[config.mk]
export PLATFORM = sky130hd
export DESIGN_NAME = sbox_word_arbiter
export DESIGN_NICKNAME = d
export VERILOG_FILES = /design/src/rtl/sbox_word_arbiter.sv
export SDC_FILE = /design/constraint.sdc
export NUM_CORES = 1
export LEC_CHECK = 0
export ABC_AREA = 1
export CAP_MARGIN = 20
export CORE_UTILIZATION = 50
export CTS_BUF_LIST = sky130_fd_sc_hd__clkbuf_4 sky130_fd_sc_hd__clkbuf_8
export DETAILED_ROUTE_END_ITERATION = 7
export GPL_TIMING_DRIVEN = 0
export PLACE_DENSITY = 0.8
export SETUP_SLACK_MARGIN = 0.4
export SLEW_MARGIN = 20
export SYNTH_ARGS = -nofsm -noshare
export SYNTH_HDL_FRONTEND = slang
export SYNTH_SLANG_ARGS = --single-unit
[constraint.sdc]
create_clock -name clk -period 2.4 [get_ports clk]
set_clock_uncertainty 0.2 [all_clocks]
set_input_delay 0.6 -clock clk [delete_from_list [all_inputs] [get_ports clk]]
set_output_delay 0.6 -clock clk [all_outputs]
set_load 0.1 [all_outputs]
[src/rtl/sbox_word_arbiter.sv]
// Shares one 32-bit S-box word unit between 128-bit SubBytes (four passes)
// and 32-bit SubWord (one pass), with round-robin grant on ties.
module sbox_word_arbiter (
    input  logic         clk,
    input  logic         rst,
    input  logic         d_valid,
    output logic         d_ready,
    input  logic [127:0] d_in,
    output logic         d_out_valid,
    output logic [127:0] d_out,
    input  logic         k_valid,
    output logic         k_ready,
    input  logic [31:0]  k_in,
    output logic         k_out_valid,
    output logic [31:0]  k_out,
    output logic [31:0]  sb_in,
    input  logic [31:0]  sb_out,
    output logic         busy
);

    typedef enum logic [1:0] {
        IDLE = 2'd0,
        DATA = 2'd1,
        KEY  = 2'd2
    } state_t;

    typedef enum logic {
        GNT_DATA = 1'b0,
        GNT_KEY  = 1'b1
    } grant_t;

    state_t       state_q, state_d;
    grant_t       last_q, last_d;
    logic [1:0]   cnt_q, cnt_d;
    logic [127:0] dbuf_q, dbuf_d;
    logic [31:0]  kbuf_q, kbuf_d;
    logic [127:0] res_q, res_d;
    logic [127:0] d_out_q, d_out_d;
    logic         d_out_valid_q, d_out_valid_d;
    logic [31:0]  k_out_q, k_out_d;
    logic         k_out_valid_q, k_out_valid_d;
    logic         d_acc, k_acc;

    // Each ready looks only at the other side's valid, so ties resolve
    // to whichever requester was not served last.
    always_comb begin
        d_ready = (state_q == IDLE) && (!k_valid || last_q == GNT_KEY);
        k_ready = (state_q == IDLE) && (!d_valid || last_q == GNT_DATA);
        d_acc   = d_valid && d_ready;
        k_acc   = k_valid && k_ready;
    end

    always_comb begin
        sb_in = 32'd0;
        if (state_q == DATA) begin
            unique case (cnt_q)
                2'd0: sb_in = dbuf_q[127:96];
                2'd1: sb_in = dbuf_q[95:64];
                2'd2: sb_in = dbuf_q[63:32];
                2'd3: sb_in = dbuf_q[31:0];
                default: sb_in = 32'd0;
            endcase
        end else if (state_q == KEY) begin
            sb_in = kbuf_q;
        end
    end

    always_comb begin
        state_d       = state_q;
        last_d        = last_q;
        cnt_d         = cnt_q;
        dbuf_d        = dbuf_q;
        kbuf_d        = kbuf_q;
        res_d         = res_q;
        d_out_d       = d_out_q;
        k_out_d       = k_out_q;
        d_out_valid_d = 1'b0;
        k_out_valid_d = 1'b0;

        unique case (state_q)
            IDLE: begin
                if (d_acc) begin
                    dbuf_d  = d_in;
                    cnt_d   = 2'd0;
                    last_d  = GNT_DATA;
                    state_d = DATA;
                end else if (k_acc) begin
                    kbuf_d  = k_in;
                    last_d  = GNT_KEY;
                    state_d = KEY;
                end
            end
            DATA: begin
                unique case (cnt_q)
                    2'd0: res_d[127:96] = sb_out;
                    2'd1: res_d[95:64]  = sb_out;
                    2'd2: res_d[63:32]  = sb_out;
                    2'd3: res_d[31:0]   = sb_out;
                    default: res_d = res_q;
                endcase
                cnt_d = cnt_q + 2'd1;
                if (cnt_q == 2'd3) begin
                    d_out_d       = res_d;
                    d_out_valid_d = 1'b1;
                    state_d       = IDLE;
                end
            end
            KEY: begin
                k_out_d       = sb_out;
                k_out_valid_d = 1'b1;
                state_d       = IDLE;
            end
            default: state_d = IDLE;
        endcase
    end

    always_ff @(posedge clk) begin
        if (rst) begin
            state_q       <= IDLE;
            last_q        <= GNT_KEY;
            cnt_q         <= 2'd0;
            dbuf_q        <= 128'd0;
            kbuf_q        <= 32'd0;
            res_q         <= 128'd0;
            d_out_q       <= 128'd0;
            k_out_q       <= 32'd0;
            d_out_valid_q <= 1'b0;
            k_out_valid_q <= 1'b0;
        end else begin
            state_q       <= state_d;
            last_q        <= last_d;
            cnt_q         <= cnt_d;
            dbuf_q        <= dbuf_d;
            kbuf_q        <= kbuf_d;
            res_q         <= res_d;
            d_out_q       <= d_out_d;
            k_out_q       <= k_out_d;
            d_out_valid_q <= d_out_valid_d;
            k_out_valid_q <= k_out_valid_d;
        end
    end

    assign d_out       = d_out_q;
    assign d_out_valid = d_out_valid_q;
    assign k_out       = k_out_q;
    assign k_out_valid = k_out_valid_q;
    assign busy        = (state_q != IDLE);

endmodule

==> results of run 1 <==
## area by class of cell
class,instances,area (µm²)
flip-flops and latches,423,8640
multi-input cells,1595,7860
fillers,2171,7170
repair buffers,411,5910
clock buffers,111,1400
plain buffers,187,1180
inverters,171,662
well taps,448,561
clock inverters,10,58.8
diodes,1,2.50
## critical path: stages (launching register included)
cell,delay (ns)
dfxtp_4,0.39
inv_4,0.05
ha_4,0.15
buf_8,0.13
clkinvlp_4,0.16
clkbuf_8,0.20
nand2_2,0.09
o21ai_2,0.19
nand2_4,0.07
buf_12,0.16
## cell families after synthesis
group / count (synthesis)
simple gates: 978
flops: 423
buf+inv: 358
fa+ha+maj: 4
compound gates: 613
## layout by cell type (no fill, tap or decap), drive strengths merged
| cell type | count |
|---|---|
| or2 | 1 |
| ha | 4 |
| clkbuf | 206 |
| dlygate4sd2 | 1 |
| o21ai | 417 |
| clkinvlp | 4 |
| diode | 1 |
| clkinv | 7 |
| nand2 | 552 |
| nor3 | 1 |
| nor2 | 259 |
| buf | 310 |
| nand3 | 165 |
| clkdlybuf4s50 | 192 |
| dfxtp | 423 |
| inv | 170 |
| a21oi | 196 |
## what timing repair did
action / CTS / global route
gates cloned: 3 / 2
pin swaps: 18 / 24
gates resized for setup: 1800 / 306
setup endpoints to repair: 275 / 382
setup buffers: 10 / 6
## Yosys cell counts
master    number
buf_2         78
clkbuf_1      92
nand3_2        1
a21oi_1      196
o21ai_1       13
nand3_1      163
inv_2          1
nor2_1       258
nand2_1      550
or2_2          1
inv_4          1
nor3_1         1
o21ai_0      404
buf_4          1
inv_1        169
dfxtp_1      423
nand2_2        2
nor2_2         1
buf_1         16
ha_1           4
nand3_4        1
## layer usage
layer  GRT usage (%)  part of all wire [%]  routed length [µm]  vias up
li1                -                     -                   -     8635
met3            8.77                    10                6990      294
met2            63.0                    47               32800     1246
met1            43.2                    36               24900     8751
met4            23.8                   6.6                4580        6
met5               0                 0.053                  37        -
## where the power goes
group	total [mW]	internal [mW]	switching, mW
registers	7.78	7.52	0.256
logic	4.15	1.47	2.68
clock network	6.69	3.68	3.01
## worst max path at each step
stage,startpoint,to,slack [ns],cells after the start
after floorplan,state_q[0]$_SDFFE_PP0P_,d_ready,-0.009,3
after global placement,state_q[1]$_SDFFE_PP0P_,sb_in[31],-1.46,7
after detailed placement,state_q[1]$_SDFFE_PP0P_,sb_in[31],-1.46,7
after CTS,cnt_q[0]$_SDFFE_PP0P_,sb_in[8],-0.62,9
after global routing,cnt_q[0]$_SDFFE_PP0P_,sb_in[7],-0.70,9
final,cnt_q[0]$_SDFFE_PP0P_,sb_in[4],-0.63,9
## sequential cells by signal, summed over array words and instances, names as in the netlist
name	cells
last_q	1
cnt_q	2
kbuf_q	32
k_out_valid	1
dbuf_q	128
k_out	32
d_out_valid	1
state_q	2
res_q	96
d_out	128
## metrics by stage
step	power, mW	setup TNS, ns	util [%]	cells
2_1_floorplan	10.2	-0.00931	-	2376
3_3_place_gp	11.3	-47.05	66.1	3214
3_5_place_dp	11.4	-48.63	66.1	3214
4_1_cts	18.2	-18.96	76.1	3348
5_1_grt	19.2	-20.66	78.6	3356
6_report	18.6	-18.85	78.6	3357
==> results.md, run 1 <==
* Setup CP Type: register to output port
* Fmax at about 330 MHz
* Row cnt at between 60 and 70
* Final instance area at 26300 µm²
* Worst R2R Setup Slack at roughly 0.36 ns
* Clk pin slew, worst setup/hold paths at 0.07 ns
* Nets at around 3.1k
* Initial Utilization at about half
* Worst Hold Endpoint: cnt_q[1]$_SDFFE_PP0P_
* Synth unique cells at 21
* Peak supply drop at about 400 µV
* Complex-gate fraction of the synthesized area at approximately 18%
* CP Launch Type: register
* First-pass GRT wire length at around 98000 µm
* GRT Util Overall at about 38%
* Wirelength per Cell at roughly 21 µm
* Status: finished with violations
* Via-per-instance ratio at between 5 and 6
* Critical Path End Type: output port
* Max FO, Critical Path at 5
* Grt ovf at 0
* Seq/Total Area, Yosys at approximately half
* Simple-gate area share of the yosys netlist at a little under a quarter
* Cells after synthesis at around 2.4k
* Post-Synth Adder-Cell Area at less than 1%
* DR DRC count at 0
* Worst-margin pin slew at ~0.67 ns
* Post-synth top area share at about 50%
* Final setup fails at 33
* Worst-skew pair later-pin latency at 0.62 ns
* Die height at 186 µm
* Post-synthesis area per instance at about 7 µm²
* Initial antenna violation count at 3
* Synth area leaders: dfxtp_1 50%, nand2_1 12%, o21ai_0 12%, a21oi_1 5.8%, nor2_1 5.7%
* Drt first-iter violations at approximately 1.8k
* WP data arrival at about 2.2 ns
* Core box area at roughly 33000 µm²
* Layout cells sized above 1 at roughly a quarter
* P_leak at ~11 nW
* Xor/xnor cell area share of the yosys netlist at 0%
* I/O Pins at 393
* Yosys warns at 0
* Violated checks: negative setup slack
* Max Buffers Root-to-Sink at 3
* First-pass DRT Iterations at 7
* Final WS setup at -0.628 ns
* Pin count of the biggest net entering global routing at 12
* DIE AREA at approximately 35000 µm²
* Via Count at between 15k and 20k
* TritonCTS buffer count at 70
* Synthesis-stage register bit count at 423
* Fin. max-slew vios at 0
* Maxcap violations at 0
* Worst Hold Path Cells at 2
* FF-to-FF End: d_out[104]$_SDFFE_PP0P_
* Hold wc startpoint: rst
* Reg2Reg Depth at 7
* Die Wd at 186 µm
* CTS tree: built
* Area grow syn2layout at 55.1%
* Syn Nets at approximately 2.6k
* Total clock sinks at between 400 and 500
* Hold Vio Cnt, Final at 0
* Final wirelength at around 69000 µm
* Multiplexer share of the synthesized area at 0%
* Pwr Density at 709 nW/µm²
* Hold Crit Class: input pin to register
* Slew HR at a little under three fifths
* Fin crit share at 126%
* CTS Hold Bufs at 0
* H-tree depth at 3
* Clock root cell: clkbuf_8
* Placed cell area at approximately 22000 µm²
* R2R Path Start: cnt_q[0]$_SDFFE_PP0P_
* RSZ-0062 raised after global routing: yes
* Fin crit period at ~3.0 ns
* Dpl hpwl at 46300 µm
* Gp weighted congestion at 0.954
* Largest family of logic cells by synthesized area: simple AND/OR/NAND/NOR gates
* Synthesized area at ~17000 µm²
* Vias in the first global route at around 18k
* Worst Path Required at 1.60 ns
* PortBufs at 390
* Place WS at -1.46 ns
* Post-synth top area cell: dfxtp_1
* Antenna viol nets, final at 0
* Hold WS at 0.149 ns
Power figures use the tool's default switching activity.
==> run 2: changes to the inputs <==
--- a/config.mk
+++ b/config.mk
@@ -7,12 +7,15 @@
 export LEC_CHECK = 0
 export ABC_AREA = 1
 export CAP_MARGIN = 20
-export CORE_UTILIZATION = 50
+export CELL_PAD_IN_SITES_DETAIL_PLACEMENT = 1
+export CELL_PAD_IN_SITES_GLOBAL_PLACEMENT = 1
+export CORE_UTILIZATION = 37
 export CTS_BUF_LIST = sky130_fd_sc_hd__clkbuf_4 sky130_fd_sc_hd__clkbuf_8
 export DETAILED_ROUTE_END_ITERATION = 7
 export GPL_TIMING_DRIVEN = 0
-export PLACE_DENSITY = 0.8
+export PLACE_DENSITY = 0.83
 export SETUP_SLACK_MARGIN = 0.4
+export SKIP_CTS_REPAIR_TIMING = 1
 export SLEW_MARGIN = 20
 export SYNTH_ARGS = -nofsm -noshare
 export SYNTH_HDL_FRONTEND = slang
==> run 2 against run 1 <==
Effect of this change:
- clock power rose by 5.1%
- sequential share of layout area fell by 0.21 points
- first-iteration DRC count fell by 25%
- critical endpoint is now sb_in[5]
- register-to-register slack got worse by 0.17 ns
- sequential power barely moved
- design area rose by 2.5%
- utilization fell by 19 points
- count of clock-buffer cells in the layout rose by 5
- worst hold slack improved by 0.0067 ns
- final cell count rose by 4.8%
- the run still ends with negative setup slack left
- die area rose by 35%
==> results.md, run 2 (same netlist as run 1, synthesis figures left out) <==
* Status: finished with violations
* Violated checks: negative setup slack
* Fin crit share at 127%
* R2R Path Start: state_q[1]$_SDFFE_PP0P_
* Nets at 3066
* Placed cell area at around 22000 µm²
* Hold Vio Cnt, Final at 0
* PortBufs at 390
* H-tree depth at 3
* CP Launch Type: register
* Maxcap violations at 0
* Clock Power Share at a little over a third
* Reg2Reg Depth at 7
* Antenna viol nets, final at 0
* Crit-path leading delay family: buffers and inverters
* RSZ-0062 raised after global routing: yes
* Fin. max-slew vios at 0
* Hold WS at 0.155 ns
* P_sw at about 6.5 mW
* Fmax at 327 MHz
* Pwr Density at ~710 nW/µm²
* Worst R2R Setup Slack at approximately 0.19 ns
* Clk pin slew, worst setup/hold paths at approximately 0.070 ns
* Fin crit period at approximately 3.1 ns
* Critical path's slowest cell: dfxtp_4
* CP Cell Sequence: inv_4 -> ha_4 -> buf_8 -> clkinvlp_4 -> buf_12 -> buf_8 -> nand2_1 -> o21ai_2 -> nand2_4 -> buf_12
* Worst Path Required at around 1.6 ns
* Wirelength per Cell at between 20 and 30 µm
* Final setup fails at 34
* Via Count at around 20k
* Worst path bufs/invs at 6
* Leading cell type in the layout, fill and taps excluded: nand2_1
* Critical Path End Type: output port
* Critical Path Max Stage Delay at approximately 0.4 ns
* Final wirelength at just under 90000 µm
* GRT Util Overall at between 30 and 40%
* Non-Filler Instances at approximately 3.5k
* DR DRC count at 0
* DIE AREA at 46600 µm²
* Final instance area at about 27000 µm²
* Combinational share of power at 23.0%
* Place WS at -1.66 ns
* Initial Utilization at between 30% and 40%
* Hold Crit Class: input pin to register
* Worst-skew pair later-pin latency at 0.64 ns
* Total clock sinks at approximately 420
* Via-per-instance ratio at between 5 and 6
* Worst-margin pin slew at 0.761 ns
* Dpl hpwl at ~55000 µm
* Switching share of power at 33.9%
* P_leak at 11.1 nW
* Grt ovf at 0
* Core box area at 45300 µm²
* Final WS setup at -0.656 ns
* First-pass GRT wire length at 110000 µm
* First-pass DRT Iterations at 6
* Highest-count cells in the layout ignoring fill and taps: 479 x nand2_1, 345 x o21ai_0, 258 x dfxtp_1
* FF-to-FF End: res_q[125]$_SDFFE_PP0P_
* Initial antenna violation count at 4
* Die Wd at between 200 and 250 µm
* Slew HR at approximately half
* Area grow syn2layout at 59.0%
* Drt first-iter violations at 1338
* Worst Hold Endpoint: kbuf_q[31]$_SDFFE_PP0P_
* Setup CP Type: register to output port
* Hold wc startpoint: rst
* Cell Int Power at between 10 and 15 mW
* Max FO, Critical Path at 8
* Peak supply drop at 384 µV
* Die height at ~220 µm
* Max Buffers Root-to-Sink at 3
* Clock root cell: clkbuf_8
* Gp weighted congestion at roughly 0.90
* Row cnt at 78
* I/O Pins at 393
* Layout cells sized above 1 at a little over a quarter
* Tot Pwr at between 15 and 20 mW
* Vias in the first global route at approximately 19k
* Pin count of the biggest net entering global routing at 11
* CTS tree: built
* WP data arrival at between 2 and 2.5 ns
* TritonCTS buffer count at 74
* Worst Hold Path Cells at 2
* Sequential share of power at 40.5%
* Placed cells at ~3.4k
run 2: changes by cell type in the layout (fill, tap and decap cells not counted), moves of 6 or more:
cell,before,now
clkbuf_8,97,87
nand2_4,38,47
buf_4,28,22
dfxtp_2,120,114
dfxtp_1,296,258
o21ai_2,25,10
clkbuf_4,31,42
buf_6,20,7
buf_12,174,200
nand2_1,493,479
buf_8,23,13
dfxtp_4,7,51
o21ai_4,8,22
run 2: worst reg2reg max path: cells and delay by family, from the launching register on:
family / cells / cell delay, ns
AND/OR/NAND/NOR: 1 / 0.17
AO/OA/AOI/OAI: 2 / 0.50
flip-flops: 1 / 0.34
buffers and inverters: 4 / 0.90
run 2: area by class of cell:
| cell class | instances | area, µm² |
|---|---|---|
| inverters | 171 | 658 |
| plain buffers | 187 | 1140 |
| diodes | 1 | 2.50 |
| repair buffers | 414 | 6110 |
| clock buffers | 116 | 1420 |
| fillers | 5253 | 18400 |
| multi-input cells | 1595 | 7980 |
| well taps | 600 | 751 |
| clock inverters | 11 | 73.8 |
| flip-flops and latches | 423 | 8800 |
run 2: worst max-delay path by stage:
stage                                  startpoint         to  slack (ns)  cells past startpoint
after global placement    state_q[1]$_SDFFE_PP0P_   sb_in[0]       -1.64                      7
after CTS                 state_q[1]$_SDFFE_PP0P_  sb_in[31]       -2.35                      7
after global routing        cnt_q[0]$_SDFFE_PP0P_  sb_in[23]       -0.71                     10
after detailed placement  state_q[1]$_SDFFE_PP0P_  sb_in[31]       -1.66                      7
final                       cnt_q[0]$_SDFFE_PP0P_   sb_in[5]       -0.66                     10
after floorplan           state_q[0]$_SDFFE_PP0P_    d_ready      -0.009                      3
run 2: stage by stage:
step | TNS, ns | util (%)
final | -20.65 | 59.5
after global routing | -22.41 | 59.5
after detailed placement | -60.60 | 49.3
after floorplan | -0.00931 | -
after CTS | -165.74 | 52.5
after global placement | -56.11 | 49.3
run 2: power groups by stage:
stage,Sequential (mW),Clock (mW),Combinational [mW]
2_1_floorplan,8.08,0,2.13
4_1_cts,7.75,6.89,3.73
3_5_place_dp,7.89,0,3.69
3_3_place_gp,7.86,0,3.58
6_report,7.78,7.03,4.42
5_1_grt,7.81,7.32,4.65
run 2: metal layers:
metal	part of all wire, %	global-route usage (%)	wire (µm)	vias to the layer above
met1	37	36.2	32800	9808
met3	7.1	6.02	6290	332
met2	50	54.1	43800	1099
li1	-	-	-	8654
met4	6.2	14.0	5440	6
met5	0.048	0	42	-
==> run 3: changes to the inputs <==
--- a/config.mk
+++ b/config.mk
@@ -11,6 +11,7 @@
 export CELL_PAD_IN_SITES_GLOBAL_PLACEMENT = 1
 export CORE_UTILIZATION = 37
 export CTS_BUF_LIST = sky130_fd_sc_hd__clkbuf_4 sky130_fd_sc_hd__clkbuf_8
+export CTS_CLUSTER_DIAMETER = 120
 export DETAILED_ROUTE_END_ITERATION = 7
 export GPL_TIMING_DRIVEN = 0
 export PLACE_DENSITY = 0.83
==> results of run 3 <==
No change in the layout: final DEF, timing and power equal those of run 2.
